File: src/rtl/dm_arbiter_if.sv
// Single-word memory access port shared by the arbiter's two requesters.
// The master side is the requester (M stage or bridge/debug master), the
// slave side is the arbiter.
interface dm_arbiter_if;
    logic        req;
    logic        we;
    logic [31:0] addr;
    logic [31:0] wdata;
    logic        ready;
    logic [31:0] rdata;

    modport master (
        output req,
        output we,
        output addr,
        output wdata,
        input  ready,
        input  rdata
    );

    modport slave (
        input  req,
        input  we,
        input  addr,
        input  wdata,
        output ready,
        output rdata
    );
endinterface

File: src/rtl/dm_arbiter.sv
// Data-memory arbiter: port 0 (M-stage load/store) has fixed priority,
// port 1 (bridge/debug) is protected by a starvation counter and may lock
// the memory for a bounded burst. Grants are combinational (zero latency);
// only the arbitration state and grant_last are registered.
module dm_arbiter #(
    parameter int STARVE_MAX = 4,
    parameter int LOCK_MAX   = 8
) (
    input  logic        clk,
    input  logic        reset,
    dm_arbiter_if.slave m0,
    dm_arbiter_if.slave m1,
    input  logic        m1_lock,
    output logic        m0_stall,
    output logic [31:0] mem_addr,
    output logic        mem_we,
    output logic [31:0] mem_wdata,
    input  logic [31:0] mem_rdata,
    output logic [1:0]  grant_last
);

    localparam logic [0:0] MODE_IDLE  = 1'b0;
    localparam logic [0:0] MODE_LOCK1 = 1'b1;

    localparam logic [2:0] STARVE_MAX_C = 3'(STARVE_MAX);
    localparam logic [3:0] LOCK_MAX_C   = 4'(LOCK_MAX);

    logic [0:0] mode_r;
    logic [0:0] mode_s;
    logic [2:0] starve_cnt_r;
    logic [2:0] starve_cnt_s;
    logic [3:0] lock_cnt_r;
    logic [3:0] lock_cnt_s;
    logic       mask_r;
    logic       mask_s;
    logic [1:0] grant_last_r;

    logic       grant0_s;
    logic       grant1_s;
    logic       m1_masked_s;

    // One cycle after a burst hits its beat limit, port 1 yields to a waiting port 0.
    assign m1_masked_s = mask_r & m0.req;

    // Grant decision, highest priority first.
    always_comb begin
        grant0_s = 1'b0;
        grant1_s = 1'b0;
        if (reset) begin
            grant0_s = 1'b0;
            grant1_s = 1'b0;
        end else if ((mode_r == MODE_LOCK1) && m1.req) begin
            grant1_s = 1'b1;
        end else if (m1.req && (starve_cnt_r == STARVE_MAX_C) && !m1_masked_s) begin
            grant1_s = 1'b1;
        end else if (m0.req) begin
            grant0_s = 1'b1;
        end else if (m1.req && !m1_masked_s) begin
            grant1_s = 1'b1;
        end else begin
            grant0_s = 1'b0;
            grant1_s = 1'b0;
        end
    end

    // Memory-side mux: the winner drives the memory; no write without a grant.
    always_comb begin
        mem_addr  = m0.addr;
        mem_wdata = m0.wdata;
        mem_we    = 1'b0;
        if (grant1_s) begin
            mem_addr  = m1.addr;
            mem_wdata = m1.wdata;
            mem_we    = m1.we;
        end else if (grant0_s) begin
            mem_we    = m0.we;
        end else begin
            mem_we    = 1'b0;
        end
    end

    assign m0.ready  = grant0_s;
    assign m1.ready  = grant1_s;
    assign m0.rdata  = mem_rdata;
    assign m1.rdata  = mem_rdata;
    assign m0_stall  = m0.req & ~grant0_s;
    assign grant_last = grant_last_r;

    // Starvation counter: counts consecutive cycles port 1 waits, saturating.
    always_comb begin
        starve_cnt_s = starve_cnt_r;
        if (grant1_s || !m1.req) begin
            starve_cnt_s = 3'd0;
        end else if (starve_cnt_r < STARVE_MAX_C) begin
            starve_cnt_s = starve_cnt_r + 3'd1;
        end else begin
            starve_cnt_s = starve_cnt_r;
        end
    end

    // Lock FSM: lock_cnt counts beats granted in the current burst, the
    // burst ends on the beat that brings it to LOCK_MAX.
    always_comb begin
        mode_s     = mode_r;
        lock_cnt_s = lock_cnt_r;
        mask_s     = 1'b0;
        case (mode_r)
            MODE_IDLE: begin
                if (grant1_s && m1_lock) begin
                    if (LOCK_MAX_C <= 4'd1) begin
                        mode_s     = MODE_IDLE;
                        lock_cnt_s = 4'd0;
                        mask_s     = 1'b1;
                    end else begin
                        mode_s     = MODE_LOCK1;
                        lock_cnt_s = 4'd1;
                    end
                end else begin
                    mode_s     = MODE_IDLE;
                    lock_cnt_s = lock_cnt_r;
                end
            end
            MODE_LOCK1: begin
                if (!m1.req) begin
                    mode_s     = MODE_IDLE;
                    lock_cnt_s = 4'd0;
                end else if (grant1_s) begin
                    if (!m1_lock) begin
                        mode_s     = MODE_IDLE;
                        lock_cnt_s = 4'd0;
                    end else if ((lock_cnt_r + 4'd1) == LOCK_MAX_C) begin
                        mode_s     = MODE_IDLE;
                        lock_cnt_s = 4'd0;
                        mask_s     = 1'b1;
                    end else begin
                        lock_cnt_s = lock_cnt_r + 4'd1;
                    end
                end else begin
                    mode_s     = mode_r;
                    lock_cnt_s = lock_cnt_r;
                end
            end
            default: begin
                mode_s     = MODE_IDLE;
                lock_cnt_s = 4'd0;
            end
        endcase
    end

    // State registers; reset abandons any lock and clears the grant history.
    always_ff @(posedge clk) begin
        if (reset) begin
            mode_r       <= MODE_IDLE;
            starve_cnt_r <= 3'd0;
            lock_cnt_r   <= 4'd0;
            mask_r       <= 1'b0;
            grant_last_r <= 2'b00;
        end else begin
            mode_r       <= mode_s;
            starve_cnt_r <= starve_cnt_s;
            lock_cnt_r   <= lock_cnt_s;
            mask_r       <= mask_s;
            grant_last_r <= {grant1_s, grant0_s};
        end
    end

endmodule

File: src/flat_wrapper.sv
// flat-port wrapper written by rule: the top's interface ports become plain ports
module dm_arbiter_flat 
#(
    parameter int STARVE_MAX = 4,
    parameter int LOCK_MAX   = 8
)
  (clk, reset, m1_lock, m0_stall, mem_addr, mem_we, mem_wdata, mem_rdata, grant_last, m0_req, m0_we, m0_addr, m0_wdata, m0_ready, m0_rdata, m1_req, m1_we, m1_addr, m1_wdata, m1_ready, m1_rdata);
  dm_arbiter_if m0_i ();
  dm_arbiter_if m1_i ();
  input  logic clk;
  input  logic reset;
  input  logic m1_lock;
  output logic m0_stall;
  output logic [31:0] mem_addr;
  output logic mem_we;
  output logic [31:0] mem_wdata;
  input  logic [31:0] mem_rdata;
  output logic [1:0] grant_last;
  input wire logic [$bits(m0_i.req)-1:0] m0_req;
  input wire logic [$bits(m0_i.we)-1:0] m0_we;
  input wire logic [$bits(m0_i.addr)-1:0] m0_addr;
  input wire logic [$bits(m0_i.wdata)-1:0] m0_wdata;
  output wire logic [$bits(m0_i.ready)-1:0] m0_ready;
  output wire logic [$bits(m0_i.rdata)-1:0] m0_rdata;
  input wire logic [$bits(m1_i.req)-1:0] m1_req;
  input wire logic [$bits(m1_i.we)-1:0] m1_we;
  input wire logic [$bits(m1_i.addr)-1:0] m1_addr;
  input wire logic [$bits(m1_i.wdata)-1:0] m1_wdata;
  output wire logic [$bits(m1_i.ready)-1:0] m1_ready;
  output wire logic [$bits(m1_i.rdata)-1:0] m1_rdata;
  assign m0_i.req = m0_req;
  assign m0_i.we = m0_we;
  assign m0_i.addr = m0_addr;
  assign m0_i.wdata = m0_wdata;
  assign m0_ready = m0_i.ready;
  assign m0_rdata = m0_i.rdata;
  assign m1_i.req = m1_req;
  assign m1_i.we = m1_we;
  assign m1_i.addr = m1_addr;
  assign m1_i.wdata = m1_wdata;
  assign m1_ready = m1_i.ready;
  assign m1_rdata = m1_i.rdata;
  dm_arbiter #(.STARVE_MAX(STARVE_MAX), .LOCK_MAX(LOCK_MAX)) u_core (.clk(clk), .reset(reset), .m0(m0_i), .m1(m1_i), .m1_lock(m1_lock), .m0_stall(m0_stall), .mem_addr(mem_addr), .mem_we(mem_we), .mem_wdata(mem_wdata), .mem_rdata(mem_rdata), .grant_last(grant_last));
endmodule
File: config.mk
export PLATFORM = sky130hd
export DESIGN_NAME = dm_arbiter_flat
export DESIGN_NICKNAME = d
export VERILOG_FILES = /design/src/rtl/dm_arbiter_if.sv /design/src/rtl/dm_arbiter.sv /design/src/flat_wrapper.sv
export SDC_FILE = /design/constraint.sdc
export NUM_CORES = 1
export LEC_CHECK = 0
export CAP_MARGIN = 20
export CORE_AREA = 4 4 114 116
export DETAILED_ROUTE_END_ITERATION = 8
export DIE_AREA = 0 0 118 120
export SETUP_SLACK_MARGIN = 0.3
export SYNTH_ARGS = -nofsm -noshare
export SYNTH_HDL_FRONTEND = slang
export SYNTH_SLANG_ARGS = --single-unit
File: constraint.sdc
create_clock -name clk -period 2.15 [get_ports clk]
set_input_delay 0.43 -clock clk [delete_from_list [all_inputs] [get_ports clk]]
set_output_delay 0.43 -clock clk [all_outputs]
set_load 0.02 [all_outputs]
==> results by stage, run 1 <==
Clock network:
- After clock tree synthesis, the clock-pin slew on the worst setup and hold paths is 0.04 ns.
- The number of hold buffers added after CTS was 0.
- The clock latency on the worst-skew pair is approximately 0.24 ns.
- In this run the deepest clock path goes through 2 buffers.
- In this run the number of H-tree levels came out at 1.
- The TritonCTS clock tree is built.
- The clock sink count is 11.
- Clock tree synthesis inserted a total of 3 buffers.
- The tree is rooted in a sky130_fd_sc_hd__clkbuf_16.

Global routing:
- Entering global routing, the biggest net connects 13 pins.
- The first global-routing pass estimated 13.9 mm of wire.
- The global routing usage summed across all routing layers is 12.1%.
- The number of global-route vias before repair was between 2k and 2.5k.
- The overflow left after global routing is 0.
- The number of antenna violations at the first check in global routing is 0.

Routing:
- The overall via count from detail_route is around 2.2k.
- The initial detailed-routing violation count is 30.
- The DRC violations left is 0.
- The detailed-router iteration count before antenna repair is 4.
- The detail-routed net length per standard cell is around 18 µm.
- The post-detailed-route count of antenna-violating nets is 0.
- The via-per-instance ratio is 4.08.
- The aggregate routed wire length is approximately 9.6 mm.

STA:
- On the final layout, the worst clock skew is approximately 0.0054 ns.
- The worst pin sits at a relative slew slack of 66.4%.
- The number of failing hold endpoints at the final stage is 0.
- The final period demand of the worst path is 2.45 ns.
- The worst hold-check slack is ~0.54 ns.
- The highest clock frequency the design can meet is 0.407 GHz.
- Setup repair after global routing could not meet its margin everywhere.
- At the pin with the least slew margin, the transition time is 0.505 ns.
- In the finished design, the share of the clock period the worst path needs comes to 114%.
- The number of pins exceeding their max-slew limit in the final report was 0.
- The final count of negative-setup-slack endpoints is 65.
- After layout, the worst setup slack is -0.304 ns.

Final layout:
- At the end of the flow, the number of nets in the layout was around 560.
- The post-route netlist has roughly half of its cells at a drive strength greater than 1.
- In the layout the commonest cells are sky130_fd_sc_hd__clkdlybuf4s50_1, sky130_fd_sc_hd__buf_6, sky130_fd_sc_hd__mux2_4.
- The number of antenna cells inserted is 0.
- The area growth from synthesis to layout is 133%.
- The most common library cell in the layout ignoring fill and taps is sky130_fd_sc_hd__clkdlybuf4s50_1.

Power and ir drop:
- The internal power contribution is slightly above 0.001 W.
- The switching power of the nets is between 0.0004 and 0.0005 W.
- The part of the power in combinational logic is 61.3%.
- The sequential cell fraction of total power is 15.1%.
- IR analysis of the VDD net gives a maximum drop of 211 µV.
- The analysis attributes to cell leakage a power of 1.88 nW.
- Per report_power, the clock group accounts for 23.7% of the total.
- In this run switching power makes up 28.6% of total power.
- The total power per unit cell area is 320 nW/µm².

Placement:
- The wire-length estimate of the detail-placed layout is 7.81 mm.
- The count of buffers from port buffering is 204.
- The congestion estimate from routability-driven global placement came to 0.850.
- At the placement stage, the worst setup path has a slack of -0.827 ns.

Worst setup path:
- The critical register-to-register path startpoint is u_core.starve_cnt_r[1].
- The worst setup path is captured at an output pin.
- The arrival time reported for the critical path endpoint is about 2 ns.
- The sort of element at the start of the critical path is a register.
- The most critical setup path has its startpoint at u_core.starve_cnt_r[1].
- The worst setup path is of the register to output pin kind.
- The data required time of the worst path is approximately 1.7 ns.
- In this run the worst path has a maximum fanout of 6.

Run:
- The number of max-cap violations is 0.

Floorplan:
- The core footprint is 11900 µm².
- The floorplan row count is 40.
- The die boundary height is 120 µm.
- The die covers ~14000 µm².
- The horizontal die dimension is ~120 µm.
- Pin placement for this block handled 301 I/O pins.
- Once the floorplan was initialized, standard cells occupied 15.9% of the core.

Hold path:
- The min-delay analysis places its worst path in the category register to register.
- The critical hold path startpoint is u_core.lock_cnt_r[2].

Yosys:
- The synthesized design contains 11 register bits.
- The commonest register cell after synthesis is sky130_fd_sc_hd__dfxtp_1.
- After synthesis, the largest area contributor takes up 38.0% of total cell area.
- The synthesized netlist cell count is 208.
- The summed instance area of the synthesized netlist is 1900 µm².
- Dividing the synthesized area by the synthesized cell count gives between 9 and 10 µm².
- The post-synthesis sequential area ratio is between 10% and 20%.
- The post-synthesis cell type with the largest combined area is sky130_fd_sc_hd__mux2_2.
- By area the synthesized netlist is led by sky130_fd_sc_hd__mux2_2, sky130_fd_sc_hd__buf_4, sky130_fd_sc_hd__dfxtp_1.
- After synthesis, the share of flip-flops with an asynchronous set or reset is 0%.
- Counting distinct cell types in the post-synthesis netlist gives 34.
- The Yosys step of the flow raised 0 warnings.
- The number of flops mapped to enable cells by yosys is 0.
- The number of nets in the synthesized netlist is 379.

Outcome:
- The run finished, with violations left.
- The checks that failed: setup timing.
cells by family (layout without fill, tap and decap cells):
logic type | Yosys count | count (layout) | synth area share, %
DFF | 11 | 11 | 11.6
muxes | 65 | 65 | 38.5
and+or+nand+nor | 32 | 32 | 9.76
xor gates and xnor gates | 1 | 1 | 0.462
adders and majority gates | 4 | 4 | 2.64
buffers and inverters | 76 | 258 | 29.7
AOI/OAI and AO/OA | 19 | 19 | 7.38
stage by stage:
step	setup TNS, ns	std cells	cell area (µm²)	util (%)	total power (W)
finish	-16.11	537	4420	37.1	0.00141
global route	-21.94	537	4420	37.1	0.00148
CTS	-15.53	532	4050	34.0	0.00133
detailed placement	-50.40	511	3890	32.7	0.000995
global placement	-49.63	511	3890	32.7	0.000992
floorplan	0	208	1990	-	0.000681
area by class of cell:
class                           count  area [µm²]
Tap cell                          147         184
Timing Repair Buffer              249        2550
Clock buffer                        4        78.8
Fill cell                        1182        7490
Inverter                            5        18.8
Sequential cell                    11         223
Multi-Input combinational cell    121        1370
path summary, 6_finish.rpt:
path / end / slack (ns) / depth (start not counted)
setup / recovery: mem_wdata[12] / -0.30 / 10
hold / removal: u_core.lock_cnt_r[2] / 0.54 / 2
setup reg to reg: u_core.lock_cnt_r[0] / 0.37 / 9
hold reg to reg: u_core.lock_cnt_r[2] / 0.54 / 2
critical path, stage by stage, from the launching register on:
cell and delay (ns):
sky130_fd_sc_hd__dfxtp_2 0.32, sky130_fd_sc_hd__inv_2 0.06, sky130_fd_sc_hd__ha_4 0.12, sky130_fd_sc_hd__nand3b_1 0.15, sky130_fd_sc_hd__a21boi_4 0.21, sky130_fd_sc_hd__buf_6 0.14, sky130_fd_sc_hd__buf_12 0.14, sky130_fd_sc_hd__buf_12 0.13
sky130_fd_sc_hd__buf_6 0.09, sky130_fd_sc_hd__mux2_4 0.30, sky130_fd_sc_hd__buf_6 0.13
registers in the layout, summed over array words and instances, names as in the netlist:
name	cells
u_core.lock_cnt_r	4
u_core.starve_cnt_r	3
u_core.grant_last	2
u_core.mask_r	1
u_core.mode_r	1
what timing repair did:
| item | 4_1_cts | 5_1_grt |
|---|---|---|
| cloned | 2 | 3 |
| endpoints found under the setup margin | 68 | 72 |
| setup buffers | 15 | 2 |
| pin swaps | 3 | 4 |
| resized for setup | 354 | 79 |
synthesized netlist by cell type (2+ instances only):
cell,count
sky130_fd_sc_hd__a21boi_0,2
sky130_fd_sc_hd__a21oi_1,7
sky130_fd_sc_hd__and2_1,2
sky130_fd_sc_hd__buf_4,68
sky130_fd_sc_hd__buf_6,3
sky130_fd_sc_hd__dfxtp_1,11
sky130_fd_sc_hd__ha_1,4
sky130_fd_sc_hd__inv_1,5
sky130_fd_sc_hd__mux2_2,64
sky130_fd_sc_hd__nand2_1,4
sky130_fd_sc_hd__nand2b_1,5
sky130_fd_sc_hd__nand3_1,3
sky130_fd_sc_hd__nand3b_1,2
sky130_fd_sc_hd__nand4_1,2
sky130_fd_sc_hd__nor2_1,7
routing by layer:
metal	global-route usage [%]	vias up	routed length (µm)
met2	23.2	169	4990
met3	4.90	6	972
met5	0	-	0
met1	12.6	992	3550
met4	1.54	0	59
li1	-	1026	-
power groups by stage:
stage	combinational [W]	sequential, W	clock (W)
5_1_grt	0.000911	0.000213	0.000353
3_5_place_dp	0.000779	0.000216	0
2_1_floorplan	0.000463	0.000218	0
4_1_cts	0.000783	0.000213	0.000339
6_report	0.000865	0.000213	0.000334
3_3_place_gp	0.000776	0.000216	0
Note: power is estimated with default switching activity, not from simulation.
==> inputs of run 2 (changes only) <==
CAP_MARGIN = not set   (was 20)
CELL_PAD_IN_SITES_DETAIL_PLACEMENT = 0   (was not set)
CELL_PAD_IN_SITES_GLOBAL_PLACEMENT = 1   (was not set)
CORE_AREA = not set   (was 4 4 114 116)
CORE_MARGIN = 4   (was not set)
CORE_UTILIZATION = 14   (was not set)
DIE_AREA = not set   (was 0 0 118 120)
PLACE_DENSITY_LB_ADDON = 0.1   (was not set)
==> run 2 against run 1 <==
The flow still finishes with violations (setup timing). Via count shrank 1.3%. Worst hold slack lost 0.0048 ns. Clock power grew 1%. Non-clock buffer count grew 1. Fmax grew 2.2%. Register-to-register slack is essentially flat. Critical path depth shrank 1. Die area grew 9.4%. Global-route usage shrank 0.79 points. Final area grew 3.2%. Setup slack gained 0.052 ns. Sequential share of layout area shrank 0.15 points. Critical path type unchanged. Largest cell class unchanged. Largest power group unchanged.
==> results by stage, run 2 (synthesis gave the netlist of run 1 again) <==
Routing:
- The DRC violations left is 0 (unchanged).
- The initial detailed-routing violation count is 28 (was 30).
- The detailed-router iteration count before antenna repair was 2 (was 4).
- The detail-routed net length per standard cell is 17.5 µm (was 17.8 µm).
- The post-detailed-route count of antenna-violating nets is 0 (unchanged).
- The aggregate routed wire length is 9.91 mm (was 9.58 mm).
- The via-per-instance ratio is 3.82 (was 4.08).
- The overall via count from detail_route is 2165 (was 2193).

Clock network:
- The clock sink count is 11 (unchanged).
- The TritonCTS clock tree was built (unchanged).
- The maximum level of the CTS H-tree came to 1 (unchanged).
- The number of buffers created by CTS is 3 (unchanged).
- The number of buffers between clock root and the deepest sink is 2 (unchanged).
- The clock-pin transition on the worst setup and hold timing paths was 0.04 ns (about the same).
- The clock tree root driver cell was sky130_fd_sc_hd__clkbuf_16 (unchanged).
- The clock latency on the worst-skew pair is 0.24 ns (about the same).

Final layout:
- The final instance area is 4560 µm² (was 4420 µm²).
- The share of cells above drive strength 1 came to 50.4% (was 50.5%).
- The number of nets in the layout is 563 (was 562).
- The most common library cell in the layout ignoring fill and taps is sky130_fd_sc_hd__clkdlybuf4s50_1 (unchanged).
- The area growth from synthesis to layout is 140% (was 133%).
- The flip-flop count of the largest register after layout was 4 (unchanged).
- The number of antenna cells inserted is 0 (unchanged).
- Leading cell types in the layout, fill and taps excluded: sky130_fd_sc_hd__clkdlybuf4s50_1, sky130_fd_sc_hd__buf_6, sky130_fd_sc_hd__mux2_4 (unchanged).
- The area occupied by registers is 223 µm² (unchanged).
- The largest register by flop count is u_core.lock_cnt_r (unchanged).
- The combined area of the multi-input logic cells is 1370 µm² (about the same).
- The final-layout fill cell count is 1369 (was 1182).

Outcome:
- Run status: finished, violations left (unchanged).
- Failing checks: setup timing (unchanged).

STA:
- The actual transition at the worst max-transition pin is 0.438 ns (was 0.505 ns).
- The number of pins exceeding their max-slew limit in the final report was 0 (unchanged).
- The final period demand of the worst path came to 2.40 ns (was 2.45 ns).
- The highest clock frequency the design can meet is 0.416 GHz (was 0.407 GHz).
- The final count of negative-setup-slack endpoints was 66 (was 65).
- The fraction of the cycle the final worst path needs came to 112% (was 114%).
- The sum of negative setup slack was -14.18 ns (was -16.11 ns).
- Unrepaired setup endpoints after global routing: true (unchanged).
- The number of failing hold endpoints at the final stage came to 0 (unchanged).
- The clock tree skew after final layout is 0.000505 ns (was 0.00538 ns).
- The least setup slack across all paths after layout came to -0.253 ns (was -0.304 ns).
- The max-slew headroom at the worst pin is 70.8% (was 66.4%).

Placement:
- The count of buffers from port buffering is 204 (unchanged).
- The detailed placer's ending HPWL is 7.64 mm (was 7.81 mm).
- The global placer's final weighted congestion is 0.753 (was 0.850).
- The standard cell area after detailed placement is 3830 µm² (was 3890 µm²).

Hold path:
- The number of stages on the worst hold path was 2 (unchanged).
- The class of the worst hold path is register to register (unchanged).

Floorplan:
- The I/O pin total was 301 (unchanged).
- The core footprint was 13200 µm² (was 11900 µm²).
- The initial core utilization is 14.3% (was 15.9%).
- The horizontal die dimension was 124 µm (was 118 µm).
- The die boundary height is 124 µm (was 120 µm).
- The floorplan row count is 42 (was 40).
- The area of the die is 15500 µm² (was 14200 µm²).

Power and ir drop:
- The total power per unit cell area is 315 nW/µm² (was 320 nW/µm²).
- The leakage dissipation is 1.92 nW (was 1.88 nW).
- The maximum ir drop on the vdd rail is 178 µV (was 211 µV).

Worst setup path:
- The element type at the critical path end is an output pin (unchanged).
- The category of the most critical setup path is register to output pin (unchanged).
- The sort of element at the start of the critical path is a register (unchanged).
- The worst-case reg-to-reg path depth was 10 (was 9).
- The peak fanout along the critical path came to 5 (was 6).
- The arrival time reported for the critical path endpoint was 1.97 ns (was 2.02 ns).
- The data required time of the worst path is 1.72 ns (about the same).

Global routing:
- The number of global-route vias before repair is 2258 (was 2462).
- The maximum number of pins on one net before global-route repair came to 20 (was 13).
- The overflow left after global routing is 0 (unchanged).
- The number of antenna violations at the first check in global routing is 0 (unchanged).
- The global routing usage summed across all routing layers is 11.3% (was 12.1%).
- The wire length of the first global-routing pass was 13.9 mm (about the same).

Run:
- The number of max-cap violations is 0 (unchanged).
## run 2: changes by cell type in the layout (fill, tap and decap cells not counted), moves of 2 or more
cell,change
sky130_fd_sc_hd__buf_2,-5
sky130_fd_sc_hd__buf_6,+5
sky130_fd_sc_hd__buf_16,+3
sky130_fd_sc_hd__mux2_2,-3
sky130_fd_sc_hd__mux2_4,+3
sky130_fd_sc_hd__buf_4,-2
## run 2: cell type report
type                            count  share of cell area, %
Sequential cell                    11                   4.89
Inverter                            5                  0.412
Timing Repair Buffer              250                   58.0
Tap cell                          176                   4.83
Clock buffer                        4                   1.73
Multi-Input combinational cell    121                   30.1
## run 2: timing repair
item	4_1_cts	5_1_grt
setup buffers	16	6
gates cloned	5	3
gates resized for setup	349	83
hold buffers	0	0
setup endpoints to repair	68	72
pin swaps	3	9
## run 2: power breakdown
group / switching (W) / leakage (nW) / internal [W]
Sequential: 0.00000399 / 0.0903 / 0.000209
Combinational: 0.000316 / 1.79 / 0.000567
Clock: 0.0000896 / 0.0382 / 0.000249
Total: 0.000410 / 1.92 / 0.00103
## run 2: path summary, 6_finish.rpt
| path | from | end | slack [ns] |
|---|---|---|---|
| worst max-delay path | u_core.starve_cnt_r[1] | mem_wdata[14] | -0.25 |
| worst min-delay path | u_core.lock_cnt_r[2] | u_core.lock_cnt_r[2] | 0.54 |
| worst max register to register | u_core.starve_cnt_r[1] | u_core.lock_cnt_r[0] | 0.37 |
| worst min register to register | u_core.lock_cnt_r[2] | u_core.lock_cnt_r[2] | 0.54 |
## run 2: metrics by stage
stage / hold slack, ns / setup WS [ns] / total power [W] / std cells / util (%)
final: 0.537 / -0.253 / 0.00144 / 567 / 34.4
after global routing: 0.580 / -0.352 / 0.00150 / 567 / 34.4
after CTS: 0.539 / -0.270 / 0.00137 / 558 / 31.4
after detailed placement: 0.532 / -0.819 / 0.000975 / 533 / 28.9
after global placement: 0.532 / -0.819 / 0.000977 / 533 / 28.9
after floorplan: 0.483 / 0.156 / 0.000681 / 208 / -
## run 2: critical path, stage by stage, from the launching register on
cell	delay, ns
sky130_fd_sc_hd__dfxtp_2	0.32
sky130_fd_sc_hd__inv_2	0.06
sky130_fd_sc_hd__ha_4	0.12
sky130_fd_sc_hd__nand3b_1	0.14
sky130_fd_sc_hd__a21boi_4	0.27
sky130_fd_sc_hd__buf_6	0.16
sky130_fd_sc_hd__buf_12	0.11
sky130_fd_sc_hd__buf_16	0.11
sky130_fd_sc_hd__mux2_4	0.30
sky130_fd_sc_hd__buf_6	0.13
## run 2: layer usage
metal | part of all wire [%] | GRT usage (%)
met2 | 53 | 21.2
met1 | 37 | 12.5
met4 | 0.32 | 1.03
met5 | 0 | 0
met3 | 9.5 | 4.20
